--- config.mk ---
export PLATFORM = sky130hd
export DESIGN_NAME = csr_trap_unit
export DESIGN_NICKNAME = d
export VERILOG_FILES = /design/src/rtl/csr_pkg.sv /design/src/rtl/csr_trap_unit_irq_sync.sv /design/src/rtl/csr_trap_unit.sv
export SDC_FILE = /design/constraint.sdc
export NUM_CORES = 1
export LEC_CHECK = 0
export CAP_MARGIN = 20
export CORE_ASPECT_RATIO = 1.75
export CORE_MARGIN = 4
export CORE_UTILIZATION = 35
export CTS_CLUSTER_SIZE = 28
export DETAILED_ROUTE_END_ITERATION = 7
export HOLD_SLACK_MARGIN = 0.1
export MAX_ROUTING_LAYER = met4
export SYNTH_ARGS = -nofsm -noshare
export SYNTH_HDL_FRONTEND = slang
export SYNTH_SLANG_ARGS = --single-unit
--- constraint.sdc ---
create_clock -name clk -period 3.3 [get_ports clk]
set_clock_uncertainty 0.1 [all_clocks]
set_input_delay 0.66 -clock clk [delete_from_list [all_inputs] [get_ports clk]]
set_output_delay 0.66 -clock clk [all_outputs]
set_load 0.02 [all_outputs]
--- src/rtl/csr_pkg.sv ---
// Shared definitions for the machine-mode CSR file and trap sequencer:
// CSR addresses, access op encoding, cause codes and register layouts.
package csr_pkg;

  localparam logic [11:0] CSR_MSTATUS   = 12'h300;
  localparam logic [11:0] CSR_MIE       = 12'h304;
  localparam logic [11:0] CSR_MTVEC     = 12'h305;
  localparam logic [11:0] CSR_MSCRATCH  = 12'h340;
  localparam logic [11:0] CSR_MEPC      = 12'h341;
  localparam logic [11:0] CSR_MCAUSE    = 12'h342;
  localparam logic [11:0] CSR_MTVAL     = 12'h343;
  localparam logic [11:0] CSR_MIP       = 12'h344;
  localparam logic [11:0] CSR_MHARTID   = 12'hF14;
  localparam logic [11:0] CSR_MCYCLE    = 12'hB00;
  localparam logic [11:0] CSR_MINSTRET  = 12'hB02;
  localparam logic [11:0] CSR_MCYCLEH   = 12'hB80;
  localparam logic [11:0] CSR_MINSTRETH = 12'hB82;

  typedef enum logic [1:0] {
    CSR_OP_READ = 2'b00,
    CSR_OP_RW   = 2'b01,
    CSR_OP_RS   = 2'b10,
    CSR_OP_RC   = 2'b11
  } csr_op_e;

  localparam logic [4:0] EXC_INSTR_MISALIGNED = 5'd0;
  localparam logic [4:0] EXC_ILLEGAL_INSTR    = 5'd2;
  localparam logic [4:0] EXC_BREAKPOINT       = 5'd3;
  localparam logic [4:0] EXC_LOAD_FAULT       = 5'd5;
  localparam logic [4:0] EXC_ECALL_M          = 5'd11;
  localparam int         IRQ_CAUSE_BASE       = 16;

  localparam logic [1:0] MTVEC_DIRECT   = 2'b00;
  localparam logic [1:0] MTVEC_VECTORED = 2'b01;

  typedef struct packed {
    logic [18:0] rsv_hi;
    logic [1:0]  mpp;
    logic [2:0]  rsv_mid;
    logic        mpie;
    logic [2:0]  rsv_lo;
    logic        mie;
    logic [2:0]  rsv_low;
  } mstatus_t;

  typedef struct packed {
    logic [29:0] base;
    logic [1:0]  mode;
  } mtvec_t;

  typedef struct packed {
    logic        irq;
    logic [30:0] code;
  } mcause_t;

  function automatic logic [31:0] csr_update(csr_op_e op, logic [31:0] old_val,
                                             logic [31:0] wdata);
    case (op)
      CSR_OP_RW: csr_update = wdata;
      CSR_OP_RS: csr_update = old_val | wdata;
      CSR_OP_RC: csr_update = old_val & ~wdata;
      default:   csr_update = old_val;
    endcase
  endfunction

endpackage

--- src/rtl/csr_trap_unit_irq_sync.sv ---
// Multi-flop synchroniser for asynchronous level inputs (irq_sync).
// Depth must be at least 2; output lags the input by STAGES edges.
module irq_sync #(
  parameter int WIDTH  = 1,
  parameter int STAGES = 2
) (
  input  logic             clk,
  input  logic             rst_n,
  input  logic [WIDTH-1:0] d,
  output logic [WIDTH-1:0] q
);

  logic [STAGES-1:0][WIDTH-1:0] sync_q;

  always_ff @(posedge clk or negedge rst_n) begin
    if (!rst_n) sync_q <= '0;
    else        sync_q <= {sync_q[STAGES-2:0], d};
  end

  assign q = sync_q[STAGES-1];

endmodule

--- src/rtl/csr_trap_unit.sv ---
// Machine-mode CSR file and trap/mret sequencer with registered redirect to fetch.
// Optional CSR_COUNTERS_EN adds 64-bit mcycle/minstret; otherwise those addresses fault.
module csr_trap_unit
  import csr_pkg::*;
#(
  parameter int          NUM_IRQ         = 4,
  parameter logic [31:0] RESET_MTVEC     = 32'h0000_0000,
  parameter int          IRQ_SYNC_STAGES = 2
) (
  input  logic               clk,
  input  logic               rst_n,
  input  logic               csr_valid,
  input  logic [1:0]         csr_op,
  input  logic [11:0]        csr_addr,
  input  logic [31:0]        csr_wdata,
  output logic [31:0]        csr_rdata,
  output logic               csr_illegal,
  input  logic               exc_valid,
  input  logic [4:0]         exc_code,
  input  logic [31:0]        exc_pc,
  input  logic [31:0]        exc_tval,
  input  logic               mret_valid,
  input  logic               boundary,
  input  logic [31:0]        boundary_pc,
  input  logic [NUM_IRQ-1:0] irq_i,
  output logic               redirect_valid,
  output logic [31:0]        redirect_pc,
  output logic               irq_pending
);

  typedef enum logic {RUN, REDIRECT} state_e;

  state_e             state_q, state_d;
  logic               st_mie_q, st_mie_d, st_mpie_q, st_mpie_d;
  mtvec_t             mtvec_q, mtvec_d;
  logic [NUM_IRQ-1:0] mie_en_q, mie_en_d;
  logic [31:0]        mscratch_q, mscratch_d, mepc_q, mepc_d, mtval_q, mtval_d;
  mcause_t            mcause_q, mcause_d;
  logic [31:0]        redirect_pc_q, redirect_pc_d;
  logic [NUM_IRQ-1:0] irq_sync_w;
`ifdef CSR_COUNTERS_EN
  logic [63:0]        mcycle_q, mcycle_d, minstret_q, minstret_d;
`endif

  logic [31:0] mip_w, mie_w, rdata_w, wval;
  mstatus_t    mstatus_w;
  logic        addr_ok, irq_hit, take_irq;
  logic [4:0]  irq_idx;
  mcause_t     irq_cause;
  logic [31:0] trap_base;

  irq_sync #(.WIDTH(NUM_IRQ), .STAGES(IRQ_SYNC_STAGES)) u_irq_sync (
    .clk   (clk),
    .rst_n (rst_n),
    .d     (irq_i),
    .q     (irq_sync_w)
  );

  // Read mux; addr_ok drops for any address this hart does not implement.
  always_comb begin
    mip_w = '0;
    mip_w[IRQ_CAUSE_BASE +: NUM_IRQ] = irq_sync_w;
    mie_w = '0;
    mie_w[IRQ_CAUSE_BASE +: NUM_IRQ] = mie_en_q;
    mstatus_w      = '0;
    mstatus_w.mpp  = 2'b11;
    mstatus_w.mpie = st_mpie_q;
    mstatus_w.mie  = st_mie_q;
    rdata_w = '0;
    addr_ok = 1'b1;
    case (csr_addr)
      CSR_MSTATUS:   rdata_w = mstatus_w;
      CSR_MIE:       rdata_w = mie_w;
      CSR_MTVEC:     rdata_w = mtvec_q;
      CSR_MSCRATCH:  rdata_w = mscratch_q;
      CSR_MEPC:      rdata_w = mepc_q;
      CSR_MCAUSE:    rdata_w = mcause_q;
      CSR_MTVAL:     rdata_w = mtval_q;
      CSR_MIP:       rdata_w = mip_w;
      CSR_MHARTID:   rdata_w = '0;
`ifdef CSR_COUNTERS_EN
      CSR_MCYCLE:    rdata_w = mcycle_q[31:0];
      CSR_MCYCLEH:   rdata_w = mcycle_q[63:32];
      CSR_MINSTRET:  rdata_w = minstret_q[31:0];
      CSR_MINSTRETH: rdata_w = minstret_q[63:32];
`endif
      default:       addr_ok = 1'b0;
    endcase
  end

  assign csr_rdata   = rdata_w;
  assign csr_illegal = csr_valid &&
                       (!addr_ok || (csr_addr[11:10] == 2'b11 && csr_op != CSR_OP_READ));

  // Descending scan so the lowest pending line wins.
  always_comb begin
    irq_hit = 1'b0;
    irq_idx = '0;
    for (int i = NUM_IRQ - 1; i >= 0; i--) begin
      if (irq_sync_w[i] && mie_en_q[i]) begin
        irq_hit = 1'b1;
        irq_idx = 5'(i);
      end
    end
    irq_cause.irq  = 1'b1;
    irq_cause.code = 31'(IRQ_CAUSE_BASE) + 31'(irq_idx);
  end

  assign irq_pending = st_mie_q && irq_hit;
  assign take_irq    = boundary && !exc_valid && irq_pending;
  assign trap_base   = {mtvec_q.base, 2'b00};
  assign wval        = csr_update(csr_op_e'(csr_op), rdata_w, csr_wdata);

  // Next-state: exception > interrupt > mret > CSR write, all only while in RUN.
  always_comb begin
    state_d       = state_q;
    st_mie_d      = st_mie_q;
    st_mpie_d     = st_mpie_q;
    mtvec_d       = mtvec_q;
    mie_en_d      = mie_en_q;
    mscratch_d    = mscratch_q;
    mepc_d        = mepc_q;
    mcause_d      = mcause_q;
    mtval_d       = mtval_q;
    redirect_pc_d = redirect_pc_q;
`ifdef CSR_COUNTERS_EN
    mcycle_d      = mcycle_q + 64'd1;
    minstret_d    = minstret_q + 64'((state_q == RUN) && boundary);
`endif
    case (state_q)
      RUN: begin
        if (exc_valid) begin
          mepc_d        = exc_pc & ~32'h3;
          mcause_d      = {1'b0, 26'b0, exc_code};
          mtval_d       = exc_tval;
          st_mpie_d     = st_mie_q;
          st_mie_d      = 1'b0;
          redirect_pc_d = trap_base;
          state_d       = REDIRECT;
        end else if (take_irq) begin
          mepc_d        = boundary_pc & ~32'h3;
          mcause_d      = irq_cause;
          mtval_d       = '0;
          st_mpie_d     = st_mie_q;
          st_mie_d      = 1'b0;
          redirect_pc_d = (mtvec_q.mode == MTVEC_VECTORED) ?
                          trap_base + {irq_cause.code[29:0], 2'b00} : trap_base;
          state_d       = REDIRECT;
        end else if (mret_valid) begin
          st_mie_d      = st_mpie_q;
          st_mpie_d     = 1'b1;
          redirect_pc_d = mepc_q;
          state_d       = REDIRECT;
        end else if (csr_valid && !csr_illegal && csr_op != CSR_OP_READ) begin
          case (csr_addr)
            CSR_MSTATUS: begin
              st_mie_d  = wval[3];
              st_mpie_d = wval[7];
            end
            CSR_MIE:       mie_en_d = wval[IRQ_CAUSE_BASE +: NUM_IRQ];
            CSR_MTVEC: begin
              mtvec_d.base = wval[31:2];
              if (!wval[1]) mtvec_d.mode = wval[1:0];
            end
            CSR_MSCRATCH:  mscratch_d = wval;
            CSR_MEPC:      mepc_d     = wval & ~32'h3;
            CSR_MCAUSE:    mcause_d   = wval;
            CSR_MTVAL:     mtval_d    = wval;
`ifdef CSR_COUNTERS_EN
            CSR_MCYCLE:    mcycle_d   = {mcycle_q[63:32], wval};
            CSR_MCYCLEH:   mcycle_d   = {wval, mcycle_q[31:0]};
            CSR_MINSTRET:  minstret_d = {minstret_q[63:32], wval};
            CSR_MINSTRETH: minstret_d = {wval, minstret_q[31:0]};
`endif
            default: ;
          endcase
        end
      end
      default: state_d = RUN;
    endcase
  end

  always_ff @(posedge clk or negedge rst_n) begin
    if (!rst_n) begin
      state_q       <= RUN;
      st_mie_q      <= 1'b0;
      st_mpie_q     <= 1'b0;
      mtvec_q       <= RESET_MTVEC;
      mie_en_q      <= '0;
      mscratch_q    <= '0;
      mepc_q        <= '0;
      mcause_q      <= '0;
      mtval_q       <= '0;
      redirect_pc_q <= '0;
`ifdef CSR_COUNTERS_EN
      mcycle_q      <= '0;
      minstret_q    <= '0;
`endif
    end else begin
      state_q       <= state_d;
      st_mie_q      <= st_mie_d;
      st_mpie_q     <= st_mpie_d;
      mtvec_q       <= mtvec_d;
      mie_en_q      <= mie_en_d;
      mscratch_q    <= mscratch_d;
      mepc_q        <= mepc_d;
      mcause_q      <= mcause_d;
      mtval_q       <= mtval_d;
      redirect_pc_q <= redirect_pc_d;
`ifdef CSR_COUNTERS_EN
      mcycle_q      <= mcycle_d;
      minstret_q    <= minstret_d;
`endif
    end
  end

  assign redirect_valid = (state_q == REDIRECT);
  assign redirect_pc    = redirect_pc_q;

endmodule

==> results.py <==
metrics = {
    "outcome": {
        "status": "finished, final reports clean",
    },
    "critical_path": {
        "path_class": "input port to output port",
        "cp_common_cell": "buf_4",
        "crit_chain": "clkdlybuf4s50_1 -> buf_4 -> and4bb_2 -> nand3_1 -> buf_4 -> nor2_1 -> dlygate4sd2_1",
        "cp_max_fo": 3,
        "worstPathArrival_ps": 2500,
        "crit_path_max_incr_delay_ps": 460,
        "critical_path_required_ps": 2540,
        "crit_path_top_delay_cell": "clkdlybuf4s50_1",
        "worst_setup_path_end_kind": "output port",
        "worstRegToRegCells": 14,
        "worstSetupStartpointType": "input port",
    },
    "sta": {
        "setup_viol": 0,
        "max_freq_ghz": 0.307,
        "hold_viol": 0,
        "whs_ps": 255,
        "rsz0062_at_grt": "false",
        "worst_slew_pin_slew_ps": 1080,
        "maxSlewHeadroom": 0.277,
        "fin_crit_sh": 0.987,
        "final-max-slew-violation-count": 0,
        "min_period_ps": 3260,
    },
    "finish": {
        "multi_input_area_mm2": 0.00711,
        "final_cell_mix": "202 x dfrtp_1, 178 x buf_4, 173 x clkdlybuf4s50_1",
        "layoutNonFillerInstCount": 2338,
        "final_common_cell": "dfrtp_1",
        "nFillCells": 3526,
        "fin_nets": 2014,
        "area_growth_pct": 38.0,
        "drive_gt1_frac": 0.192,
        "seqCellArea_mm2": 0.00505,
        "fin_util": 0.490,
        "n_antenna_cell": 0,
    },
    "clock_tree": {
        "clk_pin_slew_worst_paths_ps": 60,
        "cts.sinks": 202,
        "clk-insertion-delay-late_ps": 550,
        "clk_path_buf_depth": 3,
        "clockRootBuffer": "clkbuf_16",
        "h-tree-depth": 1,
        "cts_tree": "built",
        "cts_buffers": 21,
    },
    "synthesis": {
        "seq_area_frac_synth": 0.394,
        "netlist-cell-type-count": 87,
        "syn-cell-area_mm2": 0.0128,
        "ys_ff_latch": 202,
        "synthFlopType": "dfrtp_1",
        "ys_async_sr_fraction": 1.00,
        "ys_warn_count": 0,
        "syn_avg_cell_area_um2": 8.33,
        "synth_edf_count": 0,
        "synth_cells": 1541,
    },
    "drt": {
        "drtIter0Drc": 1241,
        "viasPerCell": 5.96,
        "drc_errors": 0,
        "wl_per_cell_um": 24.7,
        "vias": 13900,
        "routed_wl_mm": 57.8,
        "dr.pass1.iters": 6,
        "final_antenna_net_count": 0,
    },
    "global_routing": {
        "gr-usage-met2": 0.488,
        "track_usage": 0.287,
        "grt_pass1_wl_mm": 84.9,
        "met3_usage": 0.0313,
        "grt_max_degree": 91,
        "top_usage_layer": "met2",
        "met1_usage": 0.323,
        "overflow": 0,
        "grt_pass1_vias": 13800,
        "grt_antenna_before_repair": 0,
    },
    "floorplan": {
        "initial_utilization": 0.355,
        "die_x_um": 153,
        "design.die.area_mm2": 0.0399,
        "pin_count": 224,
        "dieHeight_um": 261,
        "core_mm2": 0.0361,
        "core.rowCount": 92,
    },
    "place": {
        "dp_hpwl_mm": 44.2,
        "port_buffers": 217,
        "dp.cells": 2294,
        "gp_congestion": 0.976,
    },
    "power": {
        "ir_drop_mv": 0.303,
        "power_density_mw_per_mm2": 464,
        "p_leak_nw": 7.26,
    },
    "worst_hold_path": {
        "hp-class": "flop to flop",
        "worstHoldPathCells": 0,
    },
    "run": {
        "drv_cap": 0,
    },
}
[path summary, 6_finish.rpt]
check | from | end | slack [ps]
max in group asynchronous | rst_n | mtvec_q[26] | 1740
max reg2reg | mie_en_q[2] | redirect_pc[24] | 270
min in group asynchronous | rst_n | mtval_q[18] | 540
max | csr_addr[10] | csr_rdata[1] | 40
min reg2reg | u_irq_sync.sync_q[3] | u_irq_sync.q[3] | 250
min | u_irq_sync.sync_q[3] | u_irq_sync.q[3] | 250
[registers in the layout, indices dropped and copies added (netlist names), 30 cells and up]
register	flops
redirect_pc	30
mtval_q	32
mtvec_q	31
mcause_q	32
mscratch_q	32
mepc_q	30
[final cells by class]
type,instances,share of cell area
clock buffer,23,0.0307
sequential,202,0.285
clock inverter,14,0.0110
tap,470,0.0332
inverter,21,0.00445
timing repair buffer,433,0.234
multi-input combinational,1175,0.401
[metrics by stage]
stage,TNS [ps],instance area (µm²),worst slack (ps),power (mW)
global placement,-19530,16900,-644,5.54
floorplan,0,12800,373,4.31
CTS,0,17700,56.8,8.24
detailed placement,-21760,16900,-648,5.58
finish,0,17700,43.9,8.22
global route,0,17700,2.73,8.54
[cells in the mapped netlist (25+ instances only)]
cell,count,share of area
buf_2,39,0.015
a22oi_1,38,0.022
o21ai_0,125,0.049
nand4_1,25,0.012
clkbuf_1,70,0.020
nor2_1,159,0.047
a31oi_1,45,0.022
nand3_1,36,0.014
o22ai_1,27,0.013
o21ai_1,40,0.016
dfrtp_1,202,0.39
nand3b_1,33,0.019
nand2_1,170,0.050
a21oi_1,154,0.060
[cell families after synthesis]
logic type	count (synthesis)	synth area share
buffers and inverters	165	0.0621
flip-flops	202	0.394
adder cells (fa/ha/maj)	3	0.00351
other	1	0.000292
AO/OA/AOI/OAI	604	0.296
AND/OR/NAND/NOR	526	0.199
XOR/XNOR	7	0.00478
multiplexers	33	0.0401
[power breakdown]
group / switching [mW] / leakage (nW) / internal, mW
sequential: 0.346 / 2.59 / 2.86
clock: 1.12 / 0.362 / 1.52
combinational: 1.30 / 4.31 / 1.07
total: 2.77 / 7.26 / 5.45
[timing repair]
item | in CTS | in global routing
setup endpoints to repair | 33 | 4
hold buffers | 1 | 0
setup buffers | 6 | 0
pin swaps | 8 | 1
endpoints found under the hold margin | 49 | 0
resized for setup | 170 | 1
[worst max-delay path: cells and delay by family]
family / cells / cell delay, ps
buffers and inverters: 4 / 1170
AND/OR/NAND/NOR: 3 / 660
[routing by layer]
metal	up-vias	wire length [µm]	part of all wire
met5	-	0	0
met2	689	28600	0.49
met1	6718	21300	0.37
met4	0	4230	0.073
li1	6338	-	-
met3	181	3720	0.064
(Power assumes the default switching activity.)
